===== config.mk =====
export PLATFORM = sky130hd
export DESIGN_NAME = spi_slave_ram_crc
export DESIGN_NICKNAME = d
export VERILOG_FILES = /design/src/rtl/spi_slave_ram_crc.sv
export SDC_FILE = /design/constraint.sdc
export NUM_CORES = 1
export LEC_CHECK = 0
export BUFFER_PORTS_ARGS = -buffer_cell sky130_fd_sc_hd__buf_4
export CORE_AREA = 2 2 282 284
export DETAILED_ROUTE_END_ITERATION = 8
export DIE_AREA = 0 0 284 286
export PLACE_DENSITY = 0.58
export SYNTH_ARGS = -nofsm -noshare
export SYNTH_HDL_FRONTEND = slang
export SYNTH_SLANG_ARGS = --single-unit

===== constraint.sdc =====
create_clock -name clk -period 4.2 [get_ports clk]
set_input_delay 0.84 -clock clk [delete_from_list [all_inputs] [get_ports clk]]
set_output_delay 0.84 -clock clk [all_outputs]
set_load 0.01 [all_outputs]

===== src/rtl/spi_slave_ram_crc.sv =====
// SPI mode-0 slave with a word-addressed register RAM and CRC-8 framed access.
// All SPI pins are oversampled in the clk domain; writes commit only on a CRC match.
module spi_slave_ram_crc #(
  parameter int                    DATA_WIDTH = 24,
  parameter int                    ADDR_WIDTH = 5,
  parameter int                    DEPTH      = 32,
  parameter logic [7:0]            CRC_POLY   = 8'h1D,
  parameter logic [7:0]            CRC_INIT   = 8'hFF,
  parameter logic [DATA_WIDTH-1:0] INIT_WORD0 = 24'hFEDCBA
) (
  input  logic       clk,
  input  logic       rst,
  input  logic       sck,
  input  logic       csn,
  input  logic       si,
  output logic       so,
  output logic       busy,
  output logic       frame_done,
  output logic       wr_ok,
  output logic       crc_err,
  output logic [7:0] err_cnt
);

  localparam logic [2:0] IDLE  = 3'd0;
  localparam logic [2:0] CMD   = 3'd1;
  localparam logic [2:0] FETCH = 3'd2;
  localparam logic [2:0] DATA  = 3'd3;
  localparam logic [2:0] CRC   = 3'd4;
  localparam logic [2:0] DONE  = 3'd5;

  function automatic logic [7:0] crc8_step(input logic [7:0] crc, input logic din);
    crc8_step = {crc[6:0], 1'b0} ^ (((crc[7] ^ din) == 1'b1) ? CRC_POLY : 8'h00);
  endfunction

  logic [2:0]            sck_q_r;
  logic [2:0]            csn_q_r;
  logic [1:0]            si_q_r;
  logic [2:0]            state_r;
  logic [5:0]            bit_cnt_r;
  logic [7:0]            cmd_r;
  logic [DATA_WIDTH-1:0] shift_r;
  logic [7:0]            crc_r;
  logic [6:0]            crc_rx_r;
  logic                  so_r;
  logic                  busy_r;
  logic                  frame_done_r;
  logic                  wr_ok_r;
  logic                  crc_err_r;
  logic [7:0]            err_cnt_r;
  logic                  wr_en_r;
  // Word 0 is stored XOR-ed with INIT_WORD0 so that cleared cells read back as the power-up value.
  logic [DATA_WIDTH-1:0] ram_r [DEPTH];

  logic                  sck_rise_s, sck_fall_s, csn_fall_s, csn_rise_s, si_s;
  logic                  is_wr_s, in_range_s, data_bit_s;
  logic [ADDR_WIDTH-1:0] addr_s;
  logic [DATA_WIDTH-1:0] mask_s, ram_rd_s;
  logic [7:0]            crc_next_s;

  assign sck_rise_s = sck_q_r[1] & ~sck_q_r[2];
  assign sck_fall_s = ~sck_q_r[1] & sck_q_r[2];
  assign csn_fall_s = ~csn_q_r[1] & csn_q_r[2];
  assign csn_rise_s = csn_q_r[1] & ~csn_q_r[2];
  assign si_s       = si_q_r[1];
  assign is_wr_s    = cmd_r[7];
  assign addr_s     = cmd_r[ADDR_WIDTH-1:0];
  assign in_range_s = (32'(addr_s) < 32'(DEPTH));
  assign mask_s     = (addr_s == {ADDR_WIDTH{1'b0}}) ? INIT_WORD0 : {DATA_WIDTH{1'b0}};
  assign ram_rd_s   = in_range_s ? (ram_r[addr_s] ^ mask_s) : {DATA_WIDTH{1'b0}};
  assign data_bit_s = is_wr_s ? si_s : shift_r[DATA_WIDTH-1];
  assign crc_next_s = crc8_step(crc_r, data_bit_s);

  // Two-stage synchronisers plus one edge-detect register per SPI pin.
  always_ff @(posedge clk) begin
    if (rst) begin
      sck_q_r <= 3'b000;
      csn_q_r <= 3'b111;
      si_q_r  <= 2'b00;
    end else begin
      sck_q_r <= {sck_q_r[1:0], sck};
      csn_q_r <= {csn_q_r[1:0], csn};
      si_q_r  <= {si_q_r[0], si};
    end
  end

  // Frame state machine, shift/CRC datapath and status outputs.
  always_ff @(posedge clk) begin
    if (rst) begin
      state_r      <= IDLE;
      bit_cnt_r    <= 6'd0;
      cmd_r        <= 8'h00;
      shift_r      <= {DATA_WIDTH{1'b0}};
      crc_r        <= 8'h00;
      crc_rx_r     <= 7'd0;
      so_r         <= 1'b0;
      busy_r       <= 1'b0;
      frame_done_r <= 1'b0;
      wr_ok_r      <= 1'b0;
      crc_err_r    <= 1'b0;
      err_cnt_r    <= 8'h00;
      wr_en_r      <= 1'b0;
    end else begin
      frame_done_r <= 1'b0;
      wr_ok_r      <= 1'b0;
      crc_err_r    <= 1'b0;
      if (csn_rise_s && (state_r != IDLE) && (state_r != DONE)) begin
        state_r <= IDLE;
        so_r    <= 1'b0;
        busy_r  <= 1'b0;
        wr_en_r <= 1'b0;
      end else begin
        case (state_r)
          IDLE: begin
            so_r <= 1'b0;
            if (csn_fall_s) begin
              state_r   <= CMD;
              bit_cnt_r <= 6'd0;
              crc_r     <= CRC_INIT;
              busy_r    <= 1'b1;
            end
          end
          CMD: begin
            if (sck_rise_s) begin
              cmd_r <= {cmd_r[6:0], si_s};
              crc_r <= crc8_step(crc_r, si_s);
              if (bit_cnt_r == 6'd7) begin
                bit_cnt_r <= 6'd0;
                state_r   <= cmd_r[6] ? DATA : FETCH;
              end else begin
                bit_cnt_r <= bit_cnt_r + 6'd1;
              end
            end
          end
          FETCH: begin
            shift_r <= ram_rd_s;
            so_r    <= ram_rd_s[DATA_WIDTH-1];
            state_r <= DATA;
          end
          DATA: begin
            if (sck_rise_s) begin
              crc_r <= crc_next_s;
              if (bit_cnt_r == 6'(DATA_WIDTH - 1)) begin
                bit_cnt_r <= 6'd0;
                state_r   <= CRC;
                // A read reuses the shift register to send the CRC MSB-first.
                shift_r   <= is_wr_s ? {shift_r[DATA_WIDTH-2:0], si_s}
                                     : (DATA_WIDTH'(crc_next_s) << (DATA_WIDTH - 8));
              end else begin
                bit_cnt_r <= bit_cnt_r + 6'd1;
                shift_r   <= {shift_r[DATA_WIDTH-2:0], si_s};
              end
            end else if (sck_fall_s && !is_wr_s) begin
              so_r <= shift_r[DATA_WIDTH-1];
            end
          end
          CRC: begin
            if (sck_rise_s) begin
              crc_rx_r <= {crc_rx_r[5:0], si_s};
              if (!is_wr_s) begin
                shift_r <= shift_r << 1;
              end
              if (bit_cnt_r == 6'd7) begin
                state_r      <= DONE;
                frame_done_r <= 1'b1;
                if (is_wr_s && ({crc_rx_r, si_s} == crc_r)) begin
                  wr_ok_r <= 1'b1;
                  wr_en_r <= in_range_s;
                end else if (is_wr_s) begin
                  crc_err_r <= 1'b1;
                  if (err_cnt_r != 8'hFF) begin
                    err_cnt_r <= err_cnt_r + 8'd1;
                  end
                end
              end else begin
                bit_cnt_r <= bit_cnt_r + 6'd1;
              end
            end else if (sck_fall_s && !is_wr_s) begin
              so_r <= shift_r[DATA_WIDTH-1];
            end
          end
          DONE: begin
            so_r    <= 1'b0;
            busy_r  <= 1'b0;
            wr_en_r <= 1'b0;
            state_r <= IDLE;
          end
          default: begin
            so_r    <= 1'b0;
            busy_r  <= 1'b0;
            wr_en_r <= 1'b0;
            state_r <= IDLE;
          end
        endcase
      end
    end
  end

  // RAM write port; contents deliberately survive rst.
  always_ff @(posedge clk) begin
    if (wr_en_r && (state_r == DONE)) begin
      ram_r[addr_s] <= shift_r ^ mask_s;
    end
  end

  assign so         = so_r;
  assign busy       = busy_r;
  assign frame_done = frame_done_r;
  assign wr_ok      = wr_ok_r;
  assign crc_err    = crc_err_r;
  assign err_cnt    = err_cnt_r;

endmodule


==> summary.txt, run 1 <==
Synth
  • EDFF count, synth: 768
  • Mux contribution to synthesized area: 16.9%
  • Synth top area cells: edfxtp_1 69%, mux4_2 15%, dfxtp_1 5.0%
  • Most frequent cell after synthesis: edfxtp_1
  • Synthesized Nets: 1645
  • Synth top area share: 69.3%
  • Synth Register Bits: 851
  • Top cell type by total area after synthesis: edfxtp_1
  • Post-synthesis adder-cell area fraction: 0.0752%
  • Synth Area in XOR/XNOR: 1.63%
  • Post-synthesis simple-gate area fraction: 3.15%
  • Post-synthesis sequential area ratio: 74.3%
  • Syn avg cell area: 20.3 um^2
  • Most instantiated cells after synthesis: 768 x edfxtp_1, 216 x mux4_2, 119 x nor2_1
  • Synth Area in Compound Gates: 2.55%
  • Largest family of logic cells by synthesized area: multiplexers
  • Synth Warn #: 0
  • Primary FF master, synth: edfxtp_1
  • Synthesized cell area: 33300 um^2
  • Yosys cell types: 53
  • FFs w/ async S/R, synth: 0%
  • Cells after Synth: 1638

Power
  • Clock Power Share: 40.0%
  • IR drop worst, VDD: 0.308 mV
  • Lkg Pwr: 11.6 nW
  • Sw frac: 23.2%
  • Power per Cell Area: 497 nW/um^2
  • NetSw: 4.42 mW
  • Reg power frac: 53.2%
  • Internal power: 14.6 mW
  • Combinational power share: 6.8%
  • Final Power: 19.1 mW

GRT
  • Largest net degree at the start of global routing: 67
  • Remaining global-route overflow: 0
  • Vias in the first global route: 16600
  • First-pass GRT wire length: 121000 um
  • GRT Total Usage: 20.9%
  • Initial antenna violation count: 0

Worst setup path
  • Critical Path Start: state_r[0]
  • Worst-path fanout max: 13
  • Worst Path Required: 4.54 ns
  • Reg2reg start: state_r[0]
  • Crit. End Element: flip-flop
  • Crit Path Class: flip-flop to flip-flop
  • Worst endpoint data arrival time: 3.45 ns
  • Startpoint types: flip-flop

Clock tree
  • CTS buffer count: 87
  • CTS Hold Bufs: 0
  • H-Tree Depth: 3
  • Post-CTS Setup Repair Bufs: 0
  • Root Driver: clkbuf_16
  • CTS tree: done
  • Clock slew at reported path FFs: 0.06 ns
  • Clock Path Buffers: 3
  • # resized after CTS: 0
  • CTS Sinks: 851
  • Clock latency on the worst-skew pair: 0.64 ns

Min path
  • HP Class: input pin to flip-flop
  • Min-Delay Startpoint: csn

Drt
  • Via/cell ratio: 5.83
  • Total number of vias: 16600
  • DRT antenna net count: 0
  • First-iteration detailed-routing DRC count: 1991
  • Drt drc: 0
  • Final wirelength: 84600 um
  • Drt pass-1 iters: 5
  • WL/cell: 29.8 um

Timing
  • Final setup fails: 0
  • Skew final: 0.0167 ns
  • Fin. Hold Viols: 0
  • Worst Max-Slew Pin Slew: 1.30 ns
  • Rel. slew slack: 13.5%
  • Minimum clock period: 3.11 ns
  • Setup_tns: 0 ns
  • RSZ-0062 raised after global routing: no
  • Fmax: 322 MHz
  • Max-slew violation count: 0
  • Tcrit/Tclk final: 74.0%
  • Post-route setup slack: 1.09 ns

Floorplan
  • Row count: 103
  • I/O pin cnt: 18
  • Die width: 284 um
  • Core area: 78400 um^2
  • Die Span Y: 286 um
  • Die area: 81200 um^2
  • Starting density of the core: 42.5%

Place
  • Pre-CTS WS: 1.11 ns
  • IO buf count: 17
  • Gp weighted congestion: 0.797
  • DPL Wire Length: 45700 um

Final layout
  • Fraction of layout cells with a size suffix above 1: 30.0%
  • FF+latch area: 24700 um^2
  • Final net count: 1732
  • Layout area overhead: 15.3%
  • Antenna Diode Count: 0
  • Filler cells: 6431
  • Multi-input gate area: 8500 um^2

Run
  • # Max-Cap Violations: 0

Run status
  • Status: complete, no violations
==> sequential cells by signal (all words and copies together) (netlist names), named ones only <==
| register | count |
|---|---|
| bit_cnt_r | 6 |
| busy | 1 |
| cmd_r | 8 |
| crc_err | 1 |
| crc_r | 8 |
| crc_rx_r | 7 |
| csn_q_r | 3 |
| err_cnt | 8 |
| frame_done | 1 |
| ram_r | 768 |
| sck_q_r | 3 |
| shift_r | 24 |
| si_q_r | 2 |
| so | 1 |
| state_r | 3 |
| wr_en_r | 1 |
| wr_ok | 1 |
==> power by group through the flow <==
stage               clock, mW  sequential [mW]  combinational [mW]
floorplan                   0             10.2               0.816
global placement            0             10.3                1.24
detailed placement          0             10.3                1.28
CTS                      7.77             10.1                1.29
global route             8.09             10.2                1.41
finish                   7.63             10.1                1.30
==> routing by layer <==
layer / wire, um / vias up / global-route usage, % / share of wire [%]
met5: 0 / - / 0 / 0
met4: 2600 / 0 / 6.55 / 3.1
met3: 5180 / 124 / 3.36 / 6.1
met2: 40400 / 572 / 33.4 / 48
met1: 36500 / 8959 / 29.7 / 43
li1: - / 6923 / - / -
==> final cells by class <==
| class | count | area share, % |
|---|---|---|
| Clock buffer | 125 | 6.39 |
| Clock inverter | 33 | 0.985 |
| Inverter | 3 | 0.0294 |
| Multi-Input combinational cell | 689 | 22.2 |
| Sequential cell | 851 | 64.5 |
| Tap cell | 1050 | 3.43 |
| Timing Repair Buffer | 93 | 2.51 |
==> layout by cell type, fill, tap and decap left out, types with 4 or more instances in the layout <==
master / count
o22ai_1: 20
buf_4: 72
and2_1: 4
a221oi_1: 18
nand2_1: 13
xnor2_2: 17
mux4_2: 216
clkinvlp_4: 4
clkbuf_8: 11
buf_12: 21
bufinv_16: 6
a21oi_1: 24
a221oi_2: 5
mux2_2: 29
xnor2_1: 26
nand2b_1: 9
mux2i_1: 44
dfxtp_1: 78
clkbuf_1: 26
clkinv_1: 8
nor2b_1: 13
edfxtp_1: 768
nor2_1: 87
nand3b_1: 4
a211o_1: 7
xor2_1: 19
nor2_4: 32
nand3_1: 10
nor3_1: 14
a22oi_1: 9
or3_1: 4
or2_2: 6
clkinv_2: 8
a211oi_1: 9
nor4_1: 4
and3_1: 6
nand4_1: 5
clkbuf_16: 88
==> critical path: stages, from the launching register on <==
cell and delay [ns]:
dfxtp_1 0.51, inv_1 0.14, nor2_1 0.21, nand3_1 0.16
or3b_2 0.71, nor2_4 0.77, buf_4 0.30
==> stage by stage <==
step           hold slack, ns  cells  utilization, %  area [um^2]
2_1_floorplan           0.389   1638               -        33300
3_3_place_gp            0.400   2686            45.3        35500
3_5_place_dp            0.419   2686            45.3        35500
4_1_cts                 0.375   2844            48.9        38400
5_1_grt                 0.384   2844            48.9        38400
6_report                0.403   2844            48.9        38400
==> worst paths after layout <==
path	slack (ns)	cells after the start	endpoint
worst max-delay path	1.09	6	ram_r[29][14]
worst min-delay path	0.40	2	csn_q_r[0]
worst max register to register	1.09	6	ram_r[29][14]
worst min register to register	0.42	1	csn_q_r[1]
==> cell families after synthesis <==
logic type	Yosys count
adders and majority gates	2
buffers and inverters	98
and+or+nand+nor	221
xor gates and xnor gates	62
muxes	289
AOI/OAI and AO/OA	115
DFF	851
No activity file was read; power rests on OpenSTA's default activity.
==> run 2, diff against run 1 <==
==> constraint.sdc (replaced) <==
create_clock -name clk -period 2.9 [get_ports clk]
set_input_delay 0.58 -clock clk [delete_from_list [all_inputs] [get_ports clk]]
set_output_delay 0.58 -clock clk [all_outputs]
set_load 0.01 [all_outputs]
==> run 2 against run 1 <==
Net effect:
- fmax grew 13%
- clock power grew 55%
- wire length decreased by 0.24%
- non-clock buffer count rose by 63
- clock skew is 0.012 ns higher
- sequential power rose by 45%
- critical path depth down 3
- via count rose by 3.0%
- count of clock-buffer cells in the layout shrank 11
- register-to-register slack worse by 0.94 ns
- critical path type unchanged
- largest cell class unchanged
- highest routed layer unchanged
==> summary.txt, run 2 (synthesized netlist as in run 1, its figures left out) <==
Worst setup path
  • Crit. End Element: flip-flop
  • Crit Path Class: flip-flop to flip-flop
  • Crit-path max cell delay: 1.04 ns (+0.27 ns)
  • Startpoint types: flip-flop
  • R2r worst-path depth: 3 (-3)
  • Worst-path fanout max: 32 (+19)
  • Slowest-stage cell, CP: xnor2_2
  • R2R Setup Slk: 0.15 ns (-0.94 ns)
  • Worst Path Required: 3.15 ns (-1.39 ns)
  • Worst path cell trace: or3_1 -> or3_2 -> xnor2_2
  • Reg2reg start: cmd_r[2]
  • Reg2reg end: ram_r[8][23]
  • Worst endpoint data arrival time: 3.01 ns (-0.44 ns)

Timing
  • Fmax: 363 MHz (+13%)
  • Worst Max-Slew Pin Slew: 1.29 ns (-0.00379 ns)
  • RSZ-0062 raised after global routing: yes
  • Skew final: 0.0287 ns (+0.0120 ns)
  • Tcrit/Tclk final: 94.9% (+21 points)
  • Setup_tns: 0 ns (unchanged)
  • Final setup fails: 0 (unchanged)
  • Rel. slew slack: 13.4% (-0.053 points)
  • Minimum clock period: 2.75 ns (-0.357 ns)
  • Max-slew violation count: 0 (unchanged)
  • Fin. Hold Viols: 0 (unchanged)
  • Post-route setup slack: 0.148 ns (-0.943 ns)

Floorplan
  • Core area: 78400 um^2 (unchanged)
  • I/O pin cnt: 18 (unchanged)
  • Starting density of the core: 42.5% (unchanged)
  • Die Span Y: 286 um (unchanged)
  • Die area: 81200 um^2 (unchanged)
  • Row count: 103 (unchanged)
  • Die width: 284 um (unchanged)

Power
  • Combinational power share: 7.4% (+0.6 points)
  • Reg power frac: 51.2% (-2.0 points)
  • Lkg Pwr: 12.1 nW (+4.5%)
  • Internal power: 21.8 mW (+49%)
  • Power per Cell Area: 725 nW/um^2 (+46%)
  • NetSw: 6.65 mW (+50%)
  • IR drop worst, VDD: 0.423 mV (+37%)
  • Clock Power Share: 41.4% (+1.4 points)
  • Sw frac: 23.4% (+0.20 points)

GRT
  • GRT Total Usage: 21.0% (+0.051 points)
  • Vias in the first global route: 17000 (+2.5%)
  • Remaining global-route overflow: 0 (unchanged)
  • Initial antenna violation count: 0 (unchanged)
  • First-pass GRT wire length: 122000 um (+0.63%)
  • Largest net degree at the start of global routing: 66 (-1.5%)

Clock tree
  • Clock Path Buffers: 3 (unchanged)
  • # resized after CTS: 0 (unchanged)
  • CTS buffer count: 91 (+4.6%)
  • Root Driver: clkbuf_16
  • CTS Sinks: 851 (unchanged)
  • CTS tree: done
  • H-Tree Depth: 3 (unchanged)
  • Clock latency on the worst-skew pair: 0.66 ns (+0.02 ns)
  • Clock slew at reported path FFs: 0.06 ns (about the same)

Run
  • # Max-Cap Violations: 0 (unchanged)

Final layout
  • Commonest non-fill, non-tap cell in the layout: edfxtp_1
  • Most frequent cells in the layout: 768 x edfxtp_1, 216 x mux4_2, 119 x buf_4, 94 x clkbuf_16, 87 x nor2_1
  • Multi-input gate area: 8480 um^2 (-0.19%)
  • Biggest regs: ram_r: 768 flops, shift_r: 24 flops
  • Antenna Diode Count: 0 (unchanged)
  • Fraction of layout cells with a size suffix above 1: 33.1% (+3.1 points)
  • Max reg flops: 768 (unchanged)
  • Filler cells: 6351 (-1.2%)
  • Most flops, register: ram_r
  • FF+latch area: 24700 um^2 (unchanged)
  • Layout area overhead: 17.9%
  • Final net count: 1799 (+3.9%)

Place
  • Gp weighted congestion: 0.785 (-1.6%)
  • DPL Wire Length: 48000 um (+4.9%)
  • IO buf count: 17 (unchanged)
  • Pre-CTS WS: 0.177 ns (-0.931 ns)

Drt
  • Total number of vias: 17100 (+3.0%)
  • DRT antenna net count: 0 (unchanged)
  • Drt drc: 0 (unchanged)
  • First-iteration detailed-routing DRC count: 1812 (-9.0%)
  • Final wirelength: 84400 um (-0.24%)
  • Via/cell ratio: 5.85 (+0.33%)
  • Drt pass-1 iters: 5 (unchanged)
  • WL/cell: 28.9 um (-2.8%)

Min path
  • HP Class: input pin to flip-flop
  • Min-Delay Startpoint: csn
  • Worst hold path cell count: 2 (unchanged)
  • Worst Hold Endpoint: csn_q_r[0]

Run status
  • Status: complete, no violations
==> run 2: cell type report <==
class                           instances  share of cell area [%]
Clock inverter                         56                    1.50
Timing Repair Buffer                  156                    4.16
Clock buffer                          114                    6.31
Sequential cell                       851                    63.0
Inverter                                3                  0.0287
Tap cell                             1050                    3.35
Multi-Input combinational cell        689                    21.6
==> run 2: worst max-delay path by stage <==
stage             start           end  depth (start not counted)
6_report       cmd_r[2]  ram_r[8][23]                          3
5_1_grt        cmd_r[2]  ram_r[5][23]                          3
4_1_cts        cmd_r[2]  ram_r[22][5]                          3
3_5_place_dp   cmd_r[2]  ram_r[22][5]                          3
3_3_place_gp   cmd_r[2]  ram_r[2][23]                          3
2_1_floorplan  cmd_r[2]  ram_r[0][11]                          7
==> run 2: stage by stage <==
stage | cell area (um^2) | utilization [%] | power, mW | instances | hold WS (ns)
after floorplan | 33300 | - | 15.9 | 1638 | 0.389
after global placement | 36200 | 46.2 | 16.8 | 2749 | 0.408
after detailed placement | 36200 | 46.2 | 16.9 | 2749 | 0.407
after CTS | 39200 | 50.1 | 28.7 | 2919 | 0.0974
after global routing | 39200 | 50.1 | 29.4 | 2919 | 0.107
final | 39200 | 50.1 | 28.4 | 2919 | 0.134
==> run 2: worst max-delay path, delay by kind of cell (launching register included) <==
family                    cells  cell delay (ns)
xor gates and xnor gates      1             1.04
and+or+nand+nor               2             1.00
DFF                           1             0.31
==> run 2: layer usage <==
metal | track usage [%] | share of wire [%] | up-vias
li1 | - | - | 7088
met1 | 30.2 | 43 | 9196
met2 | 33.5 | 48 | 645
met3 | 3.06 | 6.3 | 142
met4 | 6.12 | 2.6 | 0
met5 | 0 | 0 | -
==> run 2: timing repair <==
| action | in CTS | in global routing |
|---|---|---|
| hold buffers | 0 | 0 |
| setup endpoints to repair | 0 | 7 |
| buffers inserted | 0 | 0 |
==> run 2: power groups by stage <==
stage               combinational [mW]  clock, mW  sequential (mW)
global placement                  2.01          0             14.8
floorplan                         1.18          0             14.7
global route                      2.30       12.5             14.6
detailed placement                2.09          0             14.8
CTS                               2.10       12.0             14.6
finish                            2.11       11.8             14.6
